File: src/rtl/adv7393_pkg.sv
// Shared types, constants and helpers for the ADV7393 line-fetch scheduler.
package adv7393_pkg;

  localparam int BUF_COUNT_DEF = 2;
  localparam int BEATS_W_DEF   = 9;

  typedef enum logic [1:0] {
    ST_IDLE,
    ST_ISSUE,
    ST_WAIT
  } FetchState_t;

  // One 128-bit beat carries four pixels, so round the pixel count up to whole beats.
  function automatic logic [15:0] line_beats(input logic [15:0] len);
    logic [16:0] sum;
    sum = {1'b0, len} + 17'd3;
    return {1'b0, sum[16:2]};
  endfunction

endpackage

File: src/rtl/adv7393_fill_cnt.sv
// Filled line-buffer counter with saturation and underrun detection.
// Defining ADV7393_UNDERRUN_CNT_EN adds a saturating underrun event counter.
module adv7393_fill_cnt #(
  parameter int BUF_COUNT = 2
) (
  input  logic                         clk,
  input  logic                         rst_n,
  input  logic                         clear,
  input  logic                         inc,
  input  logic                         dec,
  input  logic                         clr_underrun,
  output logic [$clog2(BUF_COUNT):0]   count,
  output logic [$clog2(BUF_COUNT):0]   count_next,
  output logic                         underrun
`ifdef ADV7393_UNDERRUN_CNT_EN
  ,
  output logic [15:0]                  underrun_cnt
`endif
);

  localparam int CW = $clog2(BUF_COUNT) + 1;

  logic underrun_hit;

  // A release that meets an empty ring is an underrun and leaves the count at zero.
  always_comb begin
    count_next   = count;
    underrun_hit = 1'b0;
    if (clear) begin
      count_next = '0;
    end else if (inc && !dec) begin
      if (count < CW'(BUF_COUNT))
        count_next = count + CW'(1);
    end else if (dec && !inc) begin
      if (count == '0)
        underrun_hit = 1'b1;
      else
        count_next = count - CW'(1);
    end
  end

  always_ff @(posedge clk or negedge rst_n) begin
    if (!rst_n) begin
      count    <= '0;
      underrun <= 1'b0;
    end else begin
      count <= count_next;
      if (underrun_hit)
        underrun <= 1'b1;
      else if (clr_underrun)
        underrun <= 1'b0;
    end
  end

`ifdef ADV7393_UNDERRUN_CNT_EN
  always_ff @(posedge clk or negedge rst_n) begin
    if (!rst_n)
      underrun_cnt <= '0;
    else if (underrun_hit && underrun_cnt != 16'hFFFF)
      underrun_cnt <= underrun_cnt + 16'd1;
  end
`endif

endmodule

File: src/rtl/adv7393_fetch_sched.sv
// Line-fetch scheduler: one AXI read burst per active line into a ring of line buffers.
// Defining ADV7393_UNDERRUN_CNT_EN adds the underrun_cnt_o event counter output.
module adv7393_fetch_sched
  import adv7393_pkg::*;
#(
  parameter int M_AXI_DWIDTH = 128,
  parameter int AWIDTH       = 32,
  parameter int BUF_COUNT    = BUF_COUNT_DEF,
  parameter int LINES_W      = 10,
  parameter int BEATS_W      = BEATS_W_DEF
) (
  input  logic                         aclk,
  input  logic                         aresetn,
  input  logic [AWIDTH-1:0]            cfg_base_i,
  input  logic [AWIDTH-1:0]            cfg_line_step_i,
  input  logic [AWIDTH-1:0]            cfg_frame_stride_i,
  input  logic [2:0]                   cfg_count_i,
  input  logic [15:0]                  cfg_line_len_i,
  input  logic [LINES_W-1:0]           cfg_lines_i,
  input  logic                         frame_start_i,
  input  logic                         field_i,
  input  logic                         frame_adv_i,
  input  logic                         line_done_i,
  output logic                         req_valid_o,
  input  logic                         req_ready_i,
  output logic [AWIDTH-1:0]            req_addr_o,
  output logic [BEATS_W-1:0]           req_beats_o,
  output logic [$clog2(BUF_COUNT)-1:0] req_buf_o,
  input  logic                         fetch_done_i,
  output logic [$clog2(BUF_COUNT):0]   filled_o,
  output logic                         busy_o,
  output logic                         underrun_o
`ifdef ADV7393_UNDERRUN_CNT_EN
  ,
  output logic [15:0]                  underrun_cnt_o
`endif
);

  localparam int BW = $clog2(BUF_COUNT);
  localparam int CW = BW + 1;

  if (M_AXI_DWIDTH != 128 || BUF_COUNT < 2 || BUF_COUNT > 8 ||
      (BUF_COUNT & (BUF_COUNT - 1)) != 0) begin : g_param_check
    $error("adv7393_fetch_sched: unsupported M_AXI_DWIDTH or BUF_COUNT");
  end

  FetchState_t       state;
  logic [AWIDTH-1:0] frame_base, step_r, cur_base, new_base, start_addr;
  logic [2:0]        frame_ptr, new_ptr;
  logic [LINES_W:0]  line_r, next_line;
  logic [LINES_W-1:0] lines_r;
  logic              base_loaded, adv_pending, restart_pending, restart_field;
  logic              start_idle, apply_start, start_field, rotate, room, fill_inc;
  logic [CW-1:0]     fill_next;

  // A field start arriving mid-request is deferred until that request's done pulse.
  always_comb begin
    start_idle  = frame_start_i &&
                  (state == ST_IDLE || (state == ST_ISSUE && !req_valid_o));
    apply_start = start_idle ||
                  (state == ST_WAIT && fetch_done_i && (restart_pending || frame_start_i));
    start_field = frame_start_i ? field_i : restart_field;
    fill_inc    = state == ST_WAIT && fetch_done_i && !restart_pending && !frame_start_i;
    room        = fill_next < CW'(BUF_COUNT);
    next_line   = line_r + (LINES_W + 1)'(2);

    cur_base = base_loaded ? frame_base : cfg_base_i;
    rotate   = apply_start && !start_field && adv_pending;
    new_base = cur_base;
    new_ptr  = frame_ptr;
    if (rotate) begin
      if (frame_ptr >= cfg_count_i - 3'd1) begin
        new_ptr  = '0;
        new_base = cfg_base_i;
      end else begin
        new_ptr  = frame_ptr + 3'd1;
        new_base = cur_base + cfg_frame_stride_i;
      end
    end
    start_addr = new_base + (start_field ? cfg_line_step_i : '0);
  end

  adv7393_fill_cnt #(
    .BUF_COUNT(BUF_COUNT)
  ) u_fill (
    .clk          (aclk),
    .rst_n        (aresetn),
    .clear        (apply_start),
    .inc          (fill_inc),
    .dec          (line_done_i),
    .clr_underrun (frame_start_i),
    .count        (filled_o),
    .count_next   (fill_next),
    .underrun     (underrun_o)
`ifdef ADV7393_UNDERRUN_CNT_EN
    ,
    .underrun_cnt (underrun_cnt_o)
`endif
  );

  always_ff @(posedge aclk or negedge aresetn) begin
    if (!aresetn) begin
      state           <= ST_IDLE;
      busy_o          <= 1'b0;
      req_valid_o     <= 1'b0;
      req_addr_o      <= '0;
      req_beats_o     <= '0;
      req_buf_o       <= '0;
      frame_base      <= '0;
      frame_ptr       <= '0;
      base_loaded     <= 1'b0;
      adv_pending     <= 1'b0;
      restart_pending <= 1'b0;
      restart_field   <= 1'b0;
      line_r          <= '0;
      lines_r         <= '0;
      step_r          <= '0;
    end else begin
      base_loaded <= 1'b1;
      if (!base_loaded)
        frame_base <= cfg_base_i;

      if (rotate)
        adv_pending <= frame_adv_i;
      else if (frame_adv_i)
        adv_pending <= 1'b1;

      if (apply_start) begin
        restart_pending <= 1'b0;
      end else if (frame_start_i) begin
        restart_pending <= 1'b1;
        restart_field   <= field_i;
      end

      if (apply_start) begin
        state       <= ST_ISSUE;
        busy_o      <= 1'b1;
        req_valid_o <= room;
        frame_base  <= new_base;
        frame_ptr   <= new_ptr;
        line_r      <= {{LINES_W{1'b0}}, start_field};
        lines_r     <= cfg_lines_i;
        step_r      <= cfg_line_step_i;
        req_addr_o  <= start_addr;
        req_beats_o <= BEATS_W'(line_beats(cfg_line_len_i));
        req_buf_o   <= '0;
      end else begin
        case (state)
          ST_ISSUE: begin
            if (!req_valid_o) begin
              req_valid_o <= room;
            end else if (req_ready_i) begin
              req_valid_o <= 1'b0;
              state       <= ST_WAIT;
            end
          end
          ST_WAIT: begin
            if (fetch_done_i) begin
              req_buf_o  <= req_buf_o + BW'(1);
              line_r     <= next_line;
              req_addr_o <= req_addr_o + {step_r[AWIDTH-2:0], 1'b0};
              if (next_line >= {1'b0, lines_r}) begin
                state  <= ST_IDLE;
                busy_o <= 1'b0;
              end else begin
                state       <= ST_ISSUE;
                req_valid_o <= room;
              end
            end
          end
          default: ;
        endcase
      end
    end
  end

endmodule
File: config.mk
export PLATFORM = sky130hd
export DESIGN_NAME = adv7393_fetch_sched
export DESIGN_NICKNAME = d
export VERILOG_FILES = /design/src/rtl/adv7393_pkg.sv /design/src/rtl/adv7393_fill_cnt.sv /design/src/rtl/adv7393_fetch_sched.sv
export SDC_FILE = /design/constraint.sdc
export NUM_CORES = 1
export LEC_CHECK = 0
export BUFFER_PORTS_ARGS = -buffer_cell sky130_fd_sc_hd__buf_2
export CORE_MARGIN = 2
export CORE_UTILIZATION = 55
export CTS_BUF_LIST = sky130_fd_sc_hd__clkbuf_8
export DETAILED_ROUTE_END_ITERATION = 10
export PLACE_DENSITY = 0.81
export SLEW_MARGIN = 20
export SYNTH_ARGS = -nofsm -noshare
export SYNTH_HDL_FRONTEND = slang
export SYNTH_HIERARCHICAL = 1
export SYNTH_SLANG_ARGS = --single-unit
File: constraint.sdc
create_clock -name aclk -period 7.1 [get_ports aclk]
set_input_delay 1.065 -clock aclk [delete_from_list [all_inputs] [get_ports aclk]]
set_output_delay 1.065 -clock aclk [all_outputs]
set_load 0.005 [all_outputs]
**After elaboration in Yosys (flattened, before gate mapping)**

Cells that the tools add are included.

- Flip-flop bits (word level): 140
- Output and inout port bits: 47

- Add/subtract/negate cells: 10
- Magnitude comparators: 4
- Equal/unequal tests: 6
- Multiplexer cells: 47
- Reductions and logical operators: 33

Operators by type and width:

| operator | count |
|---|---|
| two-way mux 32 bit | 8 |
| adder 32 bit | 3 |
| two-way mux 11 bit | 3 |
| two-way mux 1 bit | 24 |
| adder 11 x 2 -> 11 bit, second input constant | 2 |
| two-way mux 2 bit | 9 |
| != test 3 bit, second input constant | 4 |
| nonzero test 2 bit | 6 |
| >= comparator 11 x 10 -> 1 bit | 1 |
| logical AND 1 bit | 10 |
| zero test 1 bit | 6 |
| AND reduction 3 bit | 2 |
| zero test 2 bit | 2 |
| less-than comparator 2 bit, second input constant | 2 |
| one-hot mux 2 bit (2 select lines) | 1 |
| AND reduction 2 bit | 2 |
| AND reduction 4 bit | 1 |
| adder 3 x 1 -> 3 bit, second input constant | 1 |
| >= comparator 3 bit | 1 |
| logical OR 1 bit | 3 |
| two-way mux 3 bit | 1 |
| nonzero test 3 bit | 1 |
| subtractor 3 x 1 -> 3 bit, second input constant | 1 |
| adder 2 x 1 -> 2 bit, second input constant | 1 |
| 5 further kinds | 5 |

**Logic depth before layout (Yosys ltp)**

Gate-level depths: netlist of run 1.

- Word-level depth: 14
- Mapped depth: 27
- Mapped depth without buffers: 24

**By module**

The synthesis of run 1 kept the hierarchy.

Modules (own cells, without submodules):

| module | times used | cells each | area an instance (µm²) |
|---|---|---|---|
| adv7393_fetch_sched | 1 | 1425 | 11622.4 |
| adv7393_fill_cnt | 1 | 22 | 232.7 |

**Worst setup path before layout of run 1**

No wires, ideal clock.

- Kind: in2reg
- Start: input cfg_base_i[0]
- End: register req_addr_o[31]
- Arrival time: 6.002 ns
- Data required time: 7.013 ns
- Path slack: 1.011 ns
- Cell stages on the path: 25
- Cell sequence: mux2_2 -> ha_1 -> fa_1 -> a21oi_1 -> o21ai_1 -> a21oi_1 -> o21ai_1 -> a21o_1 -> a21o_1 -> a21oi_1 -> nor2b_1 -> o311ai_0 -> a2bb2oi_1 -> ha_1 -> clkbuf_1 -> and3_1 -> and3_1 -> nand3_1 -> a211oi_1 -> o31ai_2 -> a31oi_1 -> a221o_1 -> a21oi_1 -> xnor3_1 -> a211oi_2

- Cells in the longest elaborated chain, start to end: 6

RTL lines:

| what | RTL line | source |
|---|---|---|
| start: declaration | adv7393_fetch_sched.sv:14 | `input logic [AWIDTH-1:0] cfg_base_i,` |
| two-way mux 32 bit | adv7393_fetch_sched.sv:67 | `cur_base = base_loaded ? frame_base : cfg_base_i;` |
| adder 32 bit | adv7393_fetch_sched.sv:77 | `new_base = cur_base + cfg_frame_stride_i;` |
| two-way mux 32 bit | adv7393_fetch_sched.sv:72 | `if (frame_ptr >= cfg_count_i - 3'd1) begin` |
| two-way mux 32 bit (*) | adv7393_fetch_sched.sv:71 | `if (rotate) begin` |
| adder 32 bit (*) | adv7393_fetch_sched.sv:80 | `start_addr = new_base + (start_field ? cfg_line_step_i : '0);` |
| two-way mux 32 bit (*) | adv7393_fetch_sched.sv:135 | `if (apply_start) begin` |
| end signal: assignment | adv7393_fetch_sched.sv:144 | `req_addr_o <= start_addr;` |
| end signal: assignment | adv7393_fetch_sched.sv:161 | `req_addr_o <= req_addr_o + {step_r[AWIDTH-2:0], 1'b0};` |
| end: declaration | adv7393_fetch_sched.sv:26 | `output logic [AWIDTH-1:0] req_addr_o,` |

Mark *: on every way between the ends. The rest lies on a longest branch, timed or not.
A chain may end at the register's enable or synchronous reset.

**Worst setup path after layout of run 1**

Same ends and word-level chain as after synthesis.

==> impl_summary.md, run 1 <==
Logic synthesis
The distinct cell type count of the synthesized netlist is 77. Synthesis handed over a netlist of between 1,000 and 1,500 instances. The fraction of registers with async set/reset is 1.00.

The cell type contributing the most total cell area after synthesis is sky130_fd_sc_hd__dfrtp_1. The per-instance average area after synthesis is 8.19 um^2. The post-synthesis net count is between 1,500 and 2,000. The synthesized netlist occupies a cell area of ~0.012 mm^2. The area share of the leading cell type in the synthesized netlist is 0.296. After synthesis, the cell types taking the most area are sky130_fd_sc_hd__dfrtp_1, sky130_fd_sc_hd__ha_1, sky130_fd_sc_hd__nand2_1. The most used flip-flop cell after synthesis is sky130_fd_sc_hd__dfrtp_1. The number of enable-type register cells in the synthesized netlist is 0. The total of warnings raised by yosys is 6. The synthesis-stage register bit count is 140. The share of the Yosys chip area taken by registers is 0.296.

Routing
After detailed routing, the number of remaining DRC violations is 0. In the routed layout, each cell is associated on average with a via count of around 6.0. Once detail routing completed, the nets flagged for antenna violations numbered 0. Detailed routing inserted a total of about 11,000 vias. The count of TritonRoute iterations in the first routing pass is 6. In the final routed layout, each cell accounts on average for approximately 17 um. The routed design has 32,200 um of wire. The number of violations reported at the end of detailed-routing iteration 0 is 663.

Power and ir drop
The analysis attributes to net switching a power of around 3 mW. The part of the power in the clock network is 0.110. The sequential group share of total power is 0.216. The combinational cell fraction of total power is 0.675. The switching fraction of total power is 0.480. The internal portion of the total power is approximately 3.3 mW. The leakage power is approximately 6.5 nW. The total power density per cell area is between 400 and 500 mW/mm^2. Across the VDD grid, the largest voltage drop is around 0.30 mV.

Clock tree
The clock root buffer is sky130_fd_sc_hd__clkbuf_8. The number of buffers on the longest clock path is 2. Once the clock tree was built, the setup fixing pass inserted 0 buffers. The post-cts resize count is 0. Clock-pin slew was measured on the worst setup and hold paths at 0.09 ns. The H-tree depth is 4. TritonCTS built the clock tree. CTS saw 140 sinks.

The clock latency at the later pin of the worst-skew pair is 0.46 ns. The hold buffer count at CTS is 0. Counting the buffers created by CTS gives 17.

Final layout
The repair_antennas step left the layout with diodes totalling 0. The number of inserted filler cells in the final layout is 1,833. The sequential cells in the finished layout cover a total of ~0.0035 mm^2. The ratio of cells with drive above 1 in the final layout is 0.170.

The multi-input gate area in the final layout is approximately 0.008 mm^2. Summing all non-filler instances in the final layout gives an area of 0.0134 mm^2. The final layout contains between 1,500 and 2,000 nets. The area added between synthesis and finish is 13.3%.

Worst setup path
The worst-case register-to-register setup slack is approximately 0.8 ns. In this run the critical register-to-register path is captured at req_addr_o[31]$_DFFE_PN0P_. STA puts the critical path data arrival time at 6.76 ns. STA classifies the critical path startpoint as an input port. The worst register-to-register path has a depth of 24. The origin of the critical flop-to-flop path is base_loaded$_DFF_PN0_. The data required time of the critical path is ~7.5 ns. The critical path start-end classification is in -> reg.

The worst setup path is captured at a flip-flop. The critical-path maximum fanout is 7.

Run status
The flow ran to the end, and the final reports show no timing, DRC or antenna violations.

STA
The post-route fraction of the period consumed by the critical path is 0.899. The post-route worst setup slack is slightly above 0.7 ns. The number of hold violations in the final report was 0. In this run the tightest slew margin relative to its limit is 0.406. The final critical delay including setup and external delays is about 6.4 ns.

Setup repair after global routing left no endpoint under its margin. The slew of the pin with the lowest slew margin is between 0.8 and 0.9 ns. Setup violations remaining at the end of the flow were counted as 0. Derived from the worst setup path, the maximum achievable clock frequency is 157 MHz. The clock arrives with about 0.020 ns of skew. The number of pins with negative max-slew slack in the final report is 0. The setup TNS is 0 ns.

Hold path
The startpoint identified for the worst hold timing path is req_addr_o[0]$_DFFE_PN0P_. The path with the worst hold slack has its endpoint at req_addr_o[0]$_DFFE_PN0P_. The cell count of the worst hold path is 2. The worst min-delay path category is reg -> reg.

Placement
The number of buffers inserted by port buffering is approximately 170. The placement-stage worst setup slack is about 0.31 ns. The post-detailed-placement half-perimeter wirelength is roughly 24,000 um. The post-detailed-placement cell area is approximately 0.013 mm^2. The global placement routability congestion is a little under 1.

Floorplanning
In this run the count of I/O pins placed on the die edge is 180. Measured along the x axis, the die boundary spans 151 um. The die height is 151 um. For this configuration, the core starts out at a cell density of 0.562.

The number of rows created at floorplan is 53. The core footprint is 0.0211 mm^2. The die covers between 0.02 and 0.025 mm^2.

Global routing
The first global-routing pass estimated a little over 50,000 um of wire. The final global-route overflow total is 0. Across every metal layer, demand over resource in global routing totals 0.285. The initial antenna violation count was 0.

The via count of the first global-routing pass is approximately 11,000. Entering global routing, the biggest net connects 91 pins.

Flow run
The max-capacitance violation count is 0.
-- power by group through the flow --
stage / Combinational, mW / Clock, mW / Sequential [mW]
finish: 4.30 / 0.699 / 1.37
global route: 4.78 / 0.750 / 1.41
CTS: 4.25 / 0.715 / 1.37
detailed placement: 4.22 / 0 / 1.39
global placement: 4.09 / 0 / 1.37
floorplan: 3.22 / 0 / 1.34
-- cell families after synthesis --
logic type | after synthesis | synth area share
buffers and inverters | 104 | 0.0331
xor gates and xnor gates | 92 | 0.0691
and+or+nand+nor | 498 | 0.193
AOI/OAI and AO/OA | 452 | 0.244
muxes | 45 | 0.0417
adders and majority gates | 115 | 0.123
DFF | 140 | 0.296
other | 1 | 0.000316
-- how the worst max path moves through the flow --
stage	startpoint	endpoint	cells after the start
2_1_floorplan	cfg_base_i[0]	req_addr_o[31]$_DFFE_PN0P_	25
3_3_place_gp	cfg_base_i[0]	req_addr_o[31]$_DFFE_PN0P_	25
3_5_place_dp	cfg_base_i[0]	req_addr_o[31]$_DFFE_PN0P_	25
4_1_cts	cfg_base_i[0]	req_addr_o[31]$_DFFE_PN0P_	25
5_1_grt	base_loaded$_DFF_PN0_	req_addr_o[31]$_DFFE_PN0P_	24
6_report	cfg_base_i[0]	req_addr_o[31]$_DFFE_PN0P_	25
-- metal layers --
layer | part of all wire | track usage
met1 | 0.42 | 0.369
met2 | 0.48 | 0.488
met3 | 0.066 | 0.0431
met4 | 0.028 | 0.0930
met5 | 0 | 0
-- registers in the layout (all words and copies together) (netlist names) --
name             flops
restart_field        1
busy_o               1
req_buf_o            1
adv_pending          1
frame_ptr            3
restart_pending      1
req_addr_o          32
step_r              31
u_fill/count         2
req_beats_o          9
frame_base          32
req_valid_o          1
line_r              11
state                2
base_loaded          1
u_fill/underrun      1
lines_r             10
-- synth_stat cells, drive strengths merged, types with 7 or more instances --
cell and n:
a21oi 119, xnor2 55, a22o 8, dfrtp 140, mux2 35, nand2 218
clkbuf 45, nor2b 41, buf 12, or3 12, o31ai 7, and3 17
mux2i 10, a211oi 12, nand3 29, o21bai 8, or2 8, xor2 36
a21o 57, nand2b 17, ha 112, o211ai 13, o21ai 102, inv 46
nor2 103, o21a 31, a31oi 38, nor3 27
-- critical path, cell delays in order --
cell	delay, ns
sky130_fd_sc_hd__buf_2	0.12
sky130_fd_sc_hd__mux2_2	0.27
sky130_fd_sc_hd__ha_1	0.24
sky130_fd_sc_hd__fa_1	0.41
sky130_fd_sc_hd__a21oi_1	0.18
sky130_fd_sc_hd__o21ai_1	0.10
sky130_fd_sc_hd__a21oi_1	0.23
sky130_fd_sc_hd__o21ai_1	0.15
sky130_fd_sc_hd__a21o_1	0.20
sky130_fd_sc_hd__a21o_1	0.19
sky130_fd_sc_hd__a21oi_1	0.15
sky130_fd_sc_hd__nor2b_1	0.05
sky130_fd_sc_hd__o311ai_0	0.42
sky130_fd_sc_hd__a2bb2oi_1	0.16
sky130_fd_sc_hd__ha_1	0.43
sky130_fd_sc_hd__and3_1	0.21
sky130_fd_sc_hd__and3_1	0.23
sky130_fd_sc_hd__nand3_1	0.11
sky130_fd_sc_hd__a211oi_1	0.43
sky130_fd_sc_hd__o31ai_2	0.13
sky130_fd_sc_hd__a31oi_1	0.36
sky130_fd_sc_hd__a221o_1	0.22
sky130_fd_sc_hd__a21oi_1	0.09
sky130_fd_sc_hd__xnor3_1	0.37
sky130_fd_sc_hd__a211oi_2	0.23
-- through the flow --
step	cells	power [mW]	hold slack, ns	util
after floorplan	1447	4.55	0.450	-
after global placement	1857	5.47	0.457	0.617
after detailed placement	1857	5.60	0.458	0.617
after CTS	1889	6.34	0.481	0.637
after global routing	1889	6.95	0.496	0.637
final	1889	6.37	0.475	0.637
-- cell type report --
class	count	share of cell area
Tap cell	275	0.0256
Inverter	47	0.0131
Multi-Input combinational cell	1203	0.594
Timing Repair Buffer	192	0.0753
Clock buffer	18	0.0184
Clock inverter	14	0.0127
Sequential cell	140	0.261
-- cell usage in the layout (no fill, tap or decap), types with 45 or more instances in the layout --
cell type	netlist	layout
sky130_fd_sc_hd__o21ai_0	91	91
sky130_fd_sc_hd__xnor2_1	55	55
sky130_fd_sc_hd__nor2_1	103	103
sky130_fd_sc_hd__a21o_1	57	57
sky130_fd_sc_hd__ha_1	112	112
sky130_fd_sc_hd__nand2_1	218	218
sky130_fd_sc_hd__buf_2	2	173
sky130_fd_sc_hd__dfrtp_1	140	140
sky130_fd_sc_hd__inv_1	45	45
sky130_fd_sc_hd__a21oi_1	119	117
Power figures use the tool's default switching activity.
==> run 2, diff against run 1 <==
--- a/config.mk
+++ b/config.mk
@@ -10,9 +10,9 @@
 export CORE_UTILIZATION = 55
 export CTS_BUF_LIST = sky130_fd_sc_hd__clkbuf_8
 export DETAILED_ROUTE_END_ITERATION = 10
-export PLACE_DENSITY = 0.81
+export GPL_ROUTABILITY_DRIVEN = 0
+export PLACE_DENSITY = 0.82
 export SLEW_MARGIN = 20
 export SYNTH_ARGS = -nofsm -noshare
 export SYNTH_HDL_FRONTEND = slang
-export SYNTH_HIERARCHICAL = 1
 export SYNTH_SLANG_ARGS = --single-unit
==> run 2 against run 1 <==
  * Cell area shrank 0.24%
  * Sequential cell count unchanged
  * Critical path depth fell by 1
==> impl_summary.md, run 2 <==
Routing
For this run, design rule violations remaining after detail routing come to 0. The mean number of vias per cell is 5.93. The via count is between 10,000 and 15,000. The mean routed wirelength per cell is about 17 um. The pre-antenna-repair detailed-routing pass consisted of 5 iterations. The residual antenna-violating net count after detailed routing is 0. The number of violations reported at the end of detailed-routing iteration 0 is between 600 and 700.

The detailed-route wire length is 32,100 um.

Logic synthesis
The largest family of logic cells by synthesized area is compound AO/OA/AOI/OAI gates. In this run the mean area of a mapped cell was 8.17 um^2. For this run, the number of Yosys warnings is 0. The cell type contributing the most total cell area after synthesis is sky130_fd_sc_hd__dfrtp_1. The synthesis-stage register bit count is 140. Counting distinct cell types in the post-synthesis netlist gives 76. By area the synthesized netlist is led by sky130_fd_sc_hd__dfrtp_1, sky130_fd_sc_hd__ha_1, sky130_fd_sc_hd__nand2_1. After synthesis, the most frequently instantiated cells are sky130_fd_sc_hd__nand2_1, sky130_fd_sc_hd__dfrtp_1, sky130_fd_sc_hd__a21oi_1, sky130_fd_sc_hd__ha_1, sky130_fd_sc_hd__o21ai_0. The synthesized-area fraction occupied by xor and xnor cells is 0.0724.

The area share of fa/ha/maj cells after synthesis is 0.120. The share of synthesized area in the top cell type comes to 0.297. The number of enable-type register cells in the synthesized netlist is 0. Of the total synthesized cell area, the portion taken by AND, OR, NAND and NOR gates is 0.185. Among all cell types in the netlist, the one instantiated most often is sky130_fd_sc_hd__nand2_1. The most used flip-flop cell after synthesis is sky130_fd_sc_hd__dfrtp_1. The sequential element share of the synthesized area is 0.297.

The netlist area before placement is about 0.012 mm^2. The instance count of the mapped netlist is 1,445. After synthesis, the share of cell area in mux cells is 0.0364.

The synthesized-area fraction occupied by ao, oa, aoi and oai cells is 0.254. The fraction of registers with async set/reset is 1.00. Synthesis produced a netlist with a net count of between 1,500 and 2,000.

Final layout
The area added between synthesis and finish is 13.5%. With fillers left out, the area of the finished cells amounts to between 0.01 and 0.015 mm^2. The final net count is roughly 1,800. The ratio of cells with drive above 1 in the final layout is 0.172. The total area of sequential cells is approximately 0.0035 mm^2. The largest registers in the layout are frame_base x32, req_addr_o x32, step_r x31. Leaving out fill and tap cells, the most frequent cell in the layout is sky130_fd_sc_hd__nand2_1. The multi-input gate area in the final layout is 0.00793 mm^2. For this run, the share of the core covered by cells in the final layout is 0.638. In the layout the commonest cells are sky130_fd_sc_hd__nand2_1, sky130_fd_sc_hd__buf_2, sky130_fd_sc_hd__dfrtp_1. The number of inserted filler cells in the final layout is about 1,800.

Power and ir drop
For this design the total switching power over the nets is between 3 and 4 mW. VDD sags by at most just under 0.3 mV. In this run the static leakage power is ~6.5 nW. The switching fraction of total power is 0.478.

The share of total power dissipated in the clock network is 0.108. The total internal power is between 3 and 4 mW. The total power density per cell area is between 400 and 500 mW/mm^2. Of the total power, combinational logic draws 0.674.

The sequential group share of total power is 0.218.

STA
The number of pins with negative max-slew slack in the final report was 0. The final setup violation count is 0. At the pin with the least slew margin, the transition time is around 0.91 ns. Summed over all failing endpoints, the final setup total negative slack is 0 ns.

The maximum achievable frequency is about 160 MHz. The number of hold violations in the final report is 0. In the finished design, the share of the clock period the worst path needs comes to 0.897. The tightest hold path in the finished design has a slack of between 0.4 and 0.5 ns. The final worst clock skew is between 0.015 and 0.02 ns. Setup repair after global routing left no endpoint under its margin.

The routed design could run at a clock period as short as 6.37 ns. Setup slack closes at roughly 0.73 ns. Headroom to the max-slew limit came out at 0.390.

Global routing
The via count of the first global-routing pass is ~11,000. The initial antenna violation count is 4. Entering global routing, the biggest net connects 85 pins.

The total global routing track utilization is 0.291. The first-pass GRT wire length is around 52,000 um. Summed over all layers, the global routing overflow is 0.

Clock tree
The post-cts resize count is 0. In this run the deepest clock path goes through 2 buffers. The clock latency at the later pin of the worst-skew pair is roughly 0.46 ns.

The clock transition time at the flip-flop clock pins of the worst setup and hold paths is 0.08 ns. The hold buffer count at CTS is 0. The H-tree generated during clock tree synthesis spans 4 levels. The clock net sink count is 140. The clock root buffer is sky130_fd_sc_hd__clkbuf_8. TritonCTS built the clock tree.

The CTS buffer count is 17. Buffers added to address setup during post-CTS repair amount to 0.

Floorplanning
For this design the top-level I/O count stands at 180. The core footprint is 0.0210 mm^2. From bottom edge to top edge, the die measures 151 um.

For this configuration, the core starts out at a cell density of 0.562. The die covers 0.0227 mm^2. The number of rows created at floorplan is 53.

Measured along the x axis, the die boundary spans about 150 um.

Worst setup path
STA puts the critical path data required time at about 7.5 ns. The critical-path maximum fanout is 28. The most frequent cell on the critical path is sky130_fd_sc_hd__a21oi_1.

On the worst path, the slowest cell contributes a delay of ~0.62 ns. The worst setup path is launched from a flip-flop. The critical path's slowest cell is sky130_fd_sc_hd__dfrtp_1.

Data arrives at the worst endpoint at about 6.8 ns. The worst setup path is captured at a flip-flop. Walking the worst path, the cells encountered are buf_4, mux2_2, ha_1, nand3_1, and2b_1, a221o_1, a21oi_1, o21bai_1, a21o_1, a21oi_1, xnor2_1, o21ai_0, o21a_1, ha_1, and3_1, a41oi_1, o31ai_1, a21oi_1, a2bb2oi_1, o21ai_0, o41ai_1, xnor2_1, o221ai_1, a21oi_1.

By startpoint and endpoint, the worst setup path is classified as reg -> reg.

Placement
The count of buffers added on input and output ports is between 150 and 200. The post-detailed-placement half-perimeter wirelength is approximately 24,000 um. The placement-stage worst setup slack is 0.539 ns. The post-detailed-placement cell area is 0.0130 mm^2.

Flow run
Across the run, the number of max-cap violations was 0.

Hold path
The worst min-delay path category is reg -> reg.

Run status
The run finished with clean final reports.
==> run 2: power by group through the flow <==
| stage | logic (mW) | clock network, mW | registers [mW] |
|---|---|---|---|
| detailed placement | 4.20 | 0 | 1.39 |
| finish | 4.27 | 0.684 | 1.38 |
| global route | 4.78 | 0.732 | 1.42 |
| global placement | 4.07 | 0 | 1.38 |
| floorplan | 3.19 | 0 | 1.34 |
| CTS | 4.23 | 0.695 | 1.38 |
==> run 2: stage by stage <==
stage / power [mW] / instances
after floorplan: 4.53 / 1445
after global placement: 5.45 / 1857
after detailed placement: 5.59 / 1857
after CTS: 6.30 / 1889
after global routing: 6.93 / 1890
final: 6.33 / 1891
==> run 2: kinds of logic (layout without fill, tap and decap cells) <==
logic type,after synthesis,count (layout)
other,1,3
multiplexers,39,39
adder cells (fa/ha/maj),111,111
buffers and inverters,109,278
AND/OR/NAND/NOR,487,487
XOR/XNOR,96,96
AO/OA/AOI/OAI,462,462
flip-flops,140,140
==> run 2: path summary, 6_finish.rpt <==
kind / start / end / slack, ns / cells after the start
worst max register to register: base_loaded$_DFF_PN0_ / req_addr_o[30]$_DFFE_PN0P_ / 0.73 / 24
min in group asynchronous: aresetn / u_fill.count[0]$_DFFE_PN0P_ / 0.63 / 1
worst max-delay path: base_loaded$_DFF_PN0_ / req_addr_o[30]$_DFFE_PN0P_ / 0.73 / 24
worst min-delay path: step_r[13]$_DFFE_PN0N_ / step_r[13]$_DFFE_PN0N_ / 0.47 / 2
max in group asynchronous: aresetn / req_addr_o[3]$_DFFE_PN0P_ / 5.21 / 2
worst min register to register: step_r[13]$_DFFE_PN0N_ / step_r[13]$_DFFE_PN0N_ / 0.47 / 2
==> run 2: layout make-up <==
class / instances / share of cell area
repair buffers: 190 / 0.0744
multi-input cells: 1196 / 0.592
well taps: 275 / 0.0257
clock buffers: 19 / 0.0195
diodes: 2 / 0.000373
inverters: 56 / 0.0157
clock inverters: 13 / 0.0113
flip-flops and latches: 140 / 0.261
==> run 2: worst max-delay path, delay by kind of cell, from the launching register on <==
kind                       cells  cell delay, ns
DFF                            1            0.62
muxes                          1            0.43
and+or+nand+nor                3            0.56
adders and majority gates      2            0.73
AOI/OAI and AO/OA             15            3.18
xor gates and xnor gates       2            0.34
buffers and inverters          1            0.43
==> run 2: metal layers <==
metal / wire length, um / part of all wire / GRT usage / vias up
met5: 13 / 0.00040 / 0 / -
met4: 773 / 0.024 / 0.0981 / 2
met3: 2040 / 0.063 / 0.0439 / 63
met2: 15600 / 0.49 / 0.496 / 347
met1: 13700 / 0.43 / 0.376 / 5323
li1: - / - / - / 5475
